File: src/rtl/hilo_unit.sv
// Execute-stage HI/LO register unit: mthi/mtlo/mfhi/mflo plus mult/multu/madd/msub.
// Default build uses a 32-step shift-add multiplier; define HILO_FAST_MUL_EN for a single-cycle product.
module hilo_unit (
    input  logic        Clk,
    input  logic        Rst_n,
    input  logic        Start,
    input  logic [4:0]  ALUControl,
    input  logic        HWrite,
    input  logic        LWrite,
    input  logic        HLRead,
    input  logic        HiSel,
    input  logic        LoSel,
    input  logic        AddSubSel,
    input  logic        Add,
    input  logic        HLRegSel,
    input  logic [31:0] A,
    input  logic [31:0] B,
    output logic [31:0] ReadData,
    output logic        Busy,
    output logic        Stall,
    output logic [1:0]  dbg_state
);

    logic [31:0] hi, lo;
    logic        is_unsigned, is_mthi, is_mtlo, is_mul, is_macc, issue;

    // Handshake: an instruction is accepted when Start=1 and Busy=0; otherwise
    // Stall is raised and the pipeline must hold and re-present it.
    assign is_unsigned = (ALUControl == 5'd18);
    assign is_mthi     = HWrite & HiSel;
    assign is_mtlo     = LWrite & LoSel;
    assign is_mul      = HWrite & LWrite & ~AddSubSel & ~HiSel & ~LoSel;
    assign is_macc     = HWrite & LWrite & AddSubSel;
    assign issue       = Start & ~Busy;
    assign ReadData    = HLRegSel ? hi : lo;

`ifdef HILO_FAST_MUL_EN
    logic [63:0] sprod, uprod, prod;
    logic        unused_fast;

    assign sprod       = {{32{A[31]}}, A} * {{32{B[31]}}, B};
    assign uprod       = {32'd0, A} * {32'd0, B};
    assign prod        = is_unsigned ? uprod : sprod;
    assign Busy        = 1'b0;
    assign Stall       = 1'b0;
    assign dbg_state   = 2'd0;
    assign unused_fast = HLRead;

    always_ff @(posedge Clk or negedge Rst_n) begin
        if (!Rst_n) begin
            hi <= 32'd0;
            lo <= 32'd0;
        end else if (issue) begin
            if (is_mul) begin
                {hi, lo} <= prod;
            end else if (is_macc) begin
                {hi, lo} <= Add ? ({hi, lo} + prod) : ({hi, lo} - prod);
            end else begin
                if (is_mthi) hi <= A;
                if (is_mtlo) lo <= A;
            end
        end
    end
`else
    typedef enum logic [1:0] {IDLE = 2'd0, MULT = 2'd1, WB = 2'd2} state_t;

    state_t      state, state_nxt;
    logic [4:0]  cnt;
    logic [31:0] mcand, mplier, a_mag, b_mag;
    logic [63:0] prod, res;
    logic        sign, acc_op, add_op, signed_op;

    // Two's-complement negation of 0x80000000 yields 0x80000000, which read as
    // unsigned is exactly 2^31, so the magnitude path needs no extra bit.
    assign signed_op = ~is_unsigned;
    assign a_mag     = (signed_op & A[31]) ? (32'd0 - A) : A;
    assign b_mag     = (signed_op & B[31]) ? (32'd0 - B) : B;
    assign res       = sign ? (64'd0 - prod) : prod;
    assign Busy      = (state != IDLE);
    assign Stall     = Start & (Busy | (HLRead & Busy));
    assign dbg_state = state;

    always_ff @(posedge Clk or negedge Rst_n) begin
        if (!Rst_n) state <= IDLE;
        else        state <= state_nxt;
    end

    always_comb begin
        state_nxt = state;
        case (state)
            IDLE:    if (issue & (is_mul | is_macc)) state_nxt = MULT;
            MULT:    if (cnt == 5'd31) state_nxt = WB;
            WB:      state_nxt = IDLE;
            default: state_nxt = IDLE;
        endcase
    end

    always_ff @(posedge Clk or negedge Rst_n) begin
        if (!Rst_n) begin
            hi     <= 32'd0;
            lo     <= 32'd0;
            cnt    <= 5'd0;
            mcand  <= 32'd0;
            mplier <= 32'd0;
            prod   <= 64'd0;
            sign   <= 1'b0;
            acc_op <= 1'b0;
            add_op <= 1'b0;
        end else begin
            case (state)
                IDLE: begin
                    if (issue) begin
                        if (is_mul | is_macc) begin
                            mcand  <= a_mag;
                            mplier <= b_mag;
                            prod   <= 64'd0;
                            cnt    <= 5'd0;
                            sign   <= signed_op & (A[31] ^ B[31]);
                            acc_op <= is_macc;
                            add_op <= Add;
                        end else begin
                            if (is_mthi) hi <= A;
                            if (is_mtlo) lo <= A;
                        end
                    end
                end
                MULT: begin
                    if (mplier[cnt]) prod <= prod + ({32'd0, mcand} << cnt);
                    cnt <= cnt + 5'd1;
                end
                WB: begin
                    if (acc_op) {hi, lo} <= add_op ? ({hi, lo} + res) : ({hi, lo} - res);
                    else        {hi, lo} <= res;
                end
                default: ;
            endcase
        end
    end
`endif

endmodule
File: config.mk
export PLATFORM = sky130hd
export DESIGN_NAME = hilo_unit
export DESIGN_NICKNAME = d
export VERILOG_FILES = /design/src/rtl/hilo_unit.sv
export SDC_FILE = /design/constraint.sdc
export NUM_CORES = 1
export LEC_CHECK = 0
export ABC_AREA = 0
export CAP_MARGIN = 25
export CORE_ASPECT_RATIO = 1.5
export CORE_MARGIN = 2
export CORE_UTILIZATION = 40
export DETAILED_ROUTE_END_ITERATION = 7
export PLACE_DENSITY = 0.65
export SYNTH_ARGS = -nofsm -noshare
export SYNTH_HDL_FRONTEND = slang
export SYNTH_SLANG_ARGS = --single-unit
File: constraint.sdc
create_clock -name Clk -period 15.4 [get_ports Clk]
set_input_delay 3.08 -clock Clk [delete_from_list [all_inputs] [get_ports Clk]]
set_output_delay 3.08 -clock Clk [all_outputs]
set_load 0.02 [all_outputs]
# Yosys cells after proc, flatten, opt, wreduce, memory -nomap -nowiden
# Index checks and enable logic that the tools add are counted.
# W data, S select, Z words.
word_totals:
  reg_bits: 202
  in_bits: 80
  wordCells: 90
op_classes:
  add_sub_neg: 7
  n_lt_le_gt_ge: 1
  n_eq_ne: 12
  n_shift: 1
  muxes: 27
  bitwise_logic: 22
  n_reduce_logical: 10
op_table:
  columns: ["operator", "n"]
  rows:
  - ["$mux W32", 11]
  - ["$mux W64", 5]
  - ["$add A64 B64 Y64", 2]
  - ["$pmux W32 S2", 2]
  - ["$pmux W64 S2", 1]
  - ["$shl A32 B5 Y64", 1]
  - ["$sub A1 B32 Y32 const A", 2]
  - ["$sub A1 B64 Y64 const A", 1]
  - ["$sub A64 B64 Y64", 1]
  - ["$ne A2 B2 Y1 const B", 8]
  - ["$and A1 B1 Y1", 14]
  - ["$reduce_and A4 Y1", 3]
  - ["$eq A5 B5 Y1 const B", 2]
  - ["$mux W5", 2]
  - ["$pmux W5 S2", 1]
  - ["$lt A5 B6 Y1 const B", 1]
  - ["$reduce_and A3 Y1", 2]
  - ["$reduce_bool A2 Y1", 3]
  - ["$add A5 B1 Y5 const B", 1]
  - ["$bmux W1 S5", 1]
  - ["$not A1 Y1", 5]
  - ["$mux W2", 2]
  - ["$pmux W2 S2", 1]
  - ["$eq A2 B1 Y1 const B", 1]
  - ["6 further kinds", 7]

# Depth between registers and ports, before layout
logic_depth:
  ltp_word: 8
  mapped_depth: 27

# Least setup slack after synthesis
# No wires, ideal clock.
synth_timing:
  path_kind: "input to output"
  from: "input port HLRegSel"
  to: "output port ReadData[10]"
  t_arrival_ps: 4024
  required_ps: 12320
  slack_ps: 8296
  cell_stages: 3
  path_buffers: 2
  cell_sequence: "clkbuf_1 -> buf_1 -> mux2_2"
synth_between:
  elab_chain_len: 1
synth_rtl:
  columns: ["item", "line_no", "source"]
  rows:
  - ["from (decl)", "15", "input logic HLRegSel,"]
  - ["$mux W32", "35", "assign ReadData = HLRegSel ? hi : lo;"]
  - ["to (decl)", "18", "output logic [31:0] ReadData,"]
# Every way passes these cells.

# Final worst setup path
layout_timing:
  from: "register prod[0]"
  to: "register hi[27]"
layout_between:
  elab_chain_len: 6
  word_cells_on_any_way: 7
layout_rtl:
  columns: ["item", "line_no", "source"]
  rows:
  - ["from (decl)", "70", "logic [63:0] prod, res;"]
  - ["from (signal assigned)", "128", "if (mplier[cnt]) prod <= prod + ({32'd0, mcand} << cnt);"]
  - ["$sub A1 B64 Y64", "78", "assign res = sign ? (64'd0 - prod) : prod;"]
  - ["$mux W64 *", "78", null]
  - ["$sub A64 B64 Y64 / $add A64 B64 Y64 (equally long branches)", "132", "if (acc_op) {hi, lo} <= add_op ? ({hi, lo} + res) : ({hi, lo} - res);"]
  - ["$mux W64", "132", null]
  - ["$mux W32 *", "132", null]
  - ["$pmux W32 S2 *", "110", "case (state)"]
  - ["to (signal assigned)", "132", null]
  - ["to (signal assigned)", "133", "else {hi, lo} <= res;"]
  - ["to (decl)", "24", "logic [31:0] hi, lo;"]
# Mark *: on every way between the ends. The rest lies on a longest branch, timed or not.
# A chain may end at the register's enable or synchronous reset.

==> out/qor_table.md <==
| Parameter | This run | Unit |
|---|---|---|
| Worst endpoint required time | 15.82 | ns |
| Leading register cell type out of synthesis | dfrtp_1 | - |
| Slowest stage delay, CP | 0.96 | ns |
| Area of the die | 59,000 | µm² |
| Hold Path Origin | mplier[31] | - |
| Starting density of the core | 40.3 | % |
| Via count of the first global-routing pass | 22,700 | - |
| Post-CTS Hold Fix Bufs | 0 | - |
| Antenna violations before repair | 0 | - |
| Highest achievable clock rate | 0.118 | GHz |
| Clock sinks | 202 | - |
| Count of port buffers added during placement | 114 | - |
| Outcome | finished clean | - |
| Cell types with the largest area share after synthesis | dfrtp_1 (22%), ha_1 (7.5%), xnor2_1 (6.7%) | - |
| Number of buffers between clock root and the deepest sink | 3 | - |
| Vias | 23,000 | - |
| Die Y | 296 | µm |
| Minimum clock period after layout | 8.49 | ns |
| Area occupied by multi-input gates | 16,800 | µm² |
| Total global-route track usage | 28.7 | % |
| Distinct cell type count of the synthesized netlist | 91 | - |
| Commonest cells after routing, fill and taps aside | nand2_1 (349), o21ai_0 (244), nor2_1 (242) | - |
| Worst path slowest cell | a221oi_1 | - |
| Fraction of final layout cells with drive strength greater than 1 | 6.90 | % |
| Synthesis warning total | 0 | - |
| Launch point of the worst reg-to-reg path | prod[0] | - |
| Placed wire-length estimate | 66.1 | mm |
| Die span in x | 199 | µm |
| # Max-Cap Violations | 0 | - |
| Quantity of gates resized following cts | 0 | - |
| Setup TNS Final | 0 | ns |
| Setup repair after global routing missed its margin | no | - |
| Post-synthesis sequential element count | 202 | - |
| Crit path launch type | flop | - |
| Register area share after synthesis | 22.2 | % |
| Overflow left after global routing | 0 | - |
| Vias per Instance | 6.24 | - |
| Pin count of the biggest net entering global routing | 102 | - |
| Worst setup slack after placement | 7.11 | ns |
| Final worst setup slack | 6.91 | ns |
| Commonest non-fill, non-tap cell in the layout | nand2_1 | - |
| Number of enable-type register cells in the synthesized netlist | 0 | - |
| Weighted congestion at the end of routability-driven global placement | 1.01 | - |
| Hold violation count in the final report | 0 | - |
| Number of CTS-inserted buffers | 25 | - |
| Hold crit path type | flop to flop | - |
| Critical path fanouts, max | 12 | - |
| Layout overhead on the synthesized area | 10.8 | % |
| Drt wl/cell | 23.2 | µm |
| Number of top-level pins | 116 | - |
| Row Count | 107 | - |
| Final period util | 55.1 | % |
| Register area | 5060 | µm² |
| Core outline area | 56,600 | µm² |
| Diode insertion count for antenna repair | 0 | - |
| Clock Skews | 0.0136 | ns |
| TritonCTS clock tree | yes | - |
| CTS H-tree depth | 1 | - |
| Drt first-iter violations | 1,672 | - |
| Post-Syn Nets | 3,151 | - |
| Clock network latency to the later pin of the worst-skew pair | 0.57 | ns |
| Filler instances | 5,658 | - |
| Total DRC errors in the routed layout | 0 | - |
| Source of the critical timing path | prod[0] | - |
| Detailed Routing Iterations Pass 1 | 8 | - |
| Startpoint-to-endpoint class of the critical path | flop to flop | - |
| Cells along the critical path | inv_1, ha_1, or4b_2, nor4_2, buf_4, a311oi_1, a221oi_1, and4_1, nand4_1, nor4_1, nor2_1, xnor2_1, ha_1, and3_1, nand2_1, or3_1, nor2_1, o21ai_0, o21ai_0, a21oi_1, or3_1, a311oi_1, a31oi_1 | - |
| Fin nets | 3,127 | - |
| Clock input transition at the sequential cells of the worst setup and hold paths | 0.06 | ns |
| Instance count of the mapped netlist | 2,933 | - |
| Wire length of the first global-routing pass | 130 | mm |
| Fin. max-slew vios | 0 | - |
| Antenna violation net count after detailed routing | 0 | - |
| Post-synth top area cell | dfrtp_1 | - |
| Routed WL | 85.6 | mm |
| Post-synth top area share | 22.2 | % |
| Synthesized area divided by synthesized cell count | 7.77 | µm² |
| Post-synthesis instance area | 22,800 | µm² |
| Largest delay share family, worst path | simple AND/OR/NAND/NOR gates | - |
| Relative slew margins | 20.9 | % |
| Root Buffer Master | clkbuf_16 | - |
| CP bufs+invs | 2 | - |
| Crit path arrival time | 8.91 | ns |
| Share of synthesized registers carrying an async set or reset | 100 | % |
| Tightest Pin Transition | 1.19 | ns |
| Endpoint kind of the worst setup timing path | flop | - |
| Post-CTS setup buffers | 0 | - |
| Finish-stage setup viols | 0 | - |
-- worst paths after layout --
| path | endpoint | slack (ns) | depth (start not counted) |
|---|---|---|---|
| min | mplier[31] | 0.46 | 2 |
| max in group asynchronous | hi[23] | 11.35 | 2 |
| max reg2reg | hi[27] | 6.91 | 23 |
| min in group asynchronous | mplier[12] | 2.57 | 1 |
| min reg2reg | mplier[31] | 0.46 | 2 |
| max | hi[27] | 6.91 | 23 |
-- routing by layer --
metal  vias to the layer above  GRT usage [%]  part of all wire [%]
met5                         -              0                     0
met4                         0           22.1                   8.6
met3                       322           3.70                   5.8
met2                       906           49.2                    48
met1                     11000           32.2                    37
li1                      10800              -                     -
-- cell families after synthesis --
kind of cell	synth area share, %
mux	7.73
compound gates	26.8
simple gates	20.6
fa+ha+maj	7.64
buf+inv	4.23
xor+xnor	10.8
flops	22.2
-- synthesized netlist by cell type (all sizes together) (15+ instances only) --
library cell	instances
nand4	42
mux2i	50
o211ai	23
nor3	54
ha	136
o22ai	22
a21oi	232
o21bai	32
and2	24
nor2	243
a22o	53
nand2b	26
mux2	56
dfrtp	202
or4	17
nor2b	27
or3	29
a31oi	51
xnor2	174
and3	26
xor2	107
a211oi	37
inv	53
o41ai	23
nor4	27
buf	39
nand2	350
nand3	64
clkbuf	154
a21o	65
o21ai	245
or2	15
o31ai	30
mux4	28
-- worst reg2reg max path: stages (launching register included) --
cell	delay [ns]
dfrtp_1	0.52
inv_1	0.13
ha_1	0.31
or4b_2	0.69
nor4_2	0.20
buf_4	0.25
a311oi_1	0.11
a221oi_1	0.96
and4_1	0.33
nand4_1	0.24
nor4_1	0.89
nor2_1	0.11
xnor2_1	0.18
ha_1	0.37
and3_1	0.26
nand2_1	0.10
or3_1	0.39
nor2_1	0.11
o21ai_0	0.09
o21ai_0	0.85
a21oi_1	0.33
or3_1	0.44
a311oi_1	0.41
a31oi_1	0.08
-- stage by stage --
stage          area [µm²]  util (%)  hold WS, ns  cells
3_3_place_gp        24400      43.1        0.453   3643
5_1_grt             25200      44.6        0.481   3690
2_1_floorplan       22800         -        0.434   2933
4_1_cts             25200      44.6        0.464   3688
3_5_place_dp        24400      43.1        0.450   3643
6_report            25200      44.6        0.463   3690
-- registers in the layout, indices dropped and copies added, names as in the netlist --
| name | flops |
|---|---|
| cnt | 5 |
| sign | 1 |
| dbg_state | 2 |
| mcand | 32 |
| add_op | 1 |
| acc_op | 1 |
| prod | 64 |
| lo | 32 |
| mplier | 32 |
| hi | 32 |
-- area by class of cell --
type / count / area share [%]
Inverter: 56 / 0.833
Multi-Input combinational cell: 2482 / 66.7
Sequential cell: 202 / 20.1
Tap cell: 763 / 3.78
Clock inverter: 11 / 0.510
Clock buffer: 34 / 2.77
Timing Repair Buffer: 142 / 5.38
Power is not shown: default switching activity piles up to over one toggle a cycle in this logic, so the estimate is an artifact.
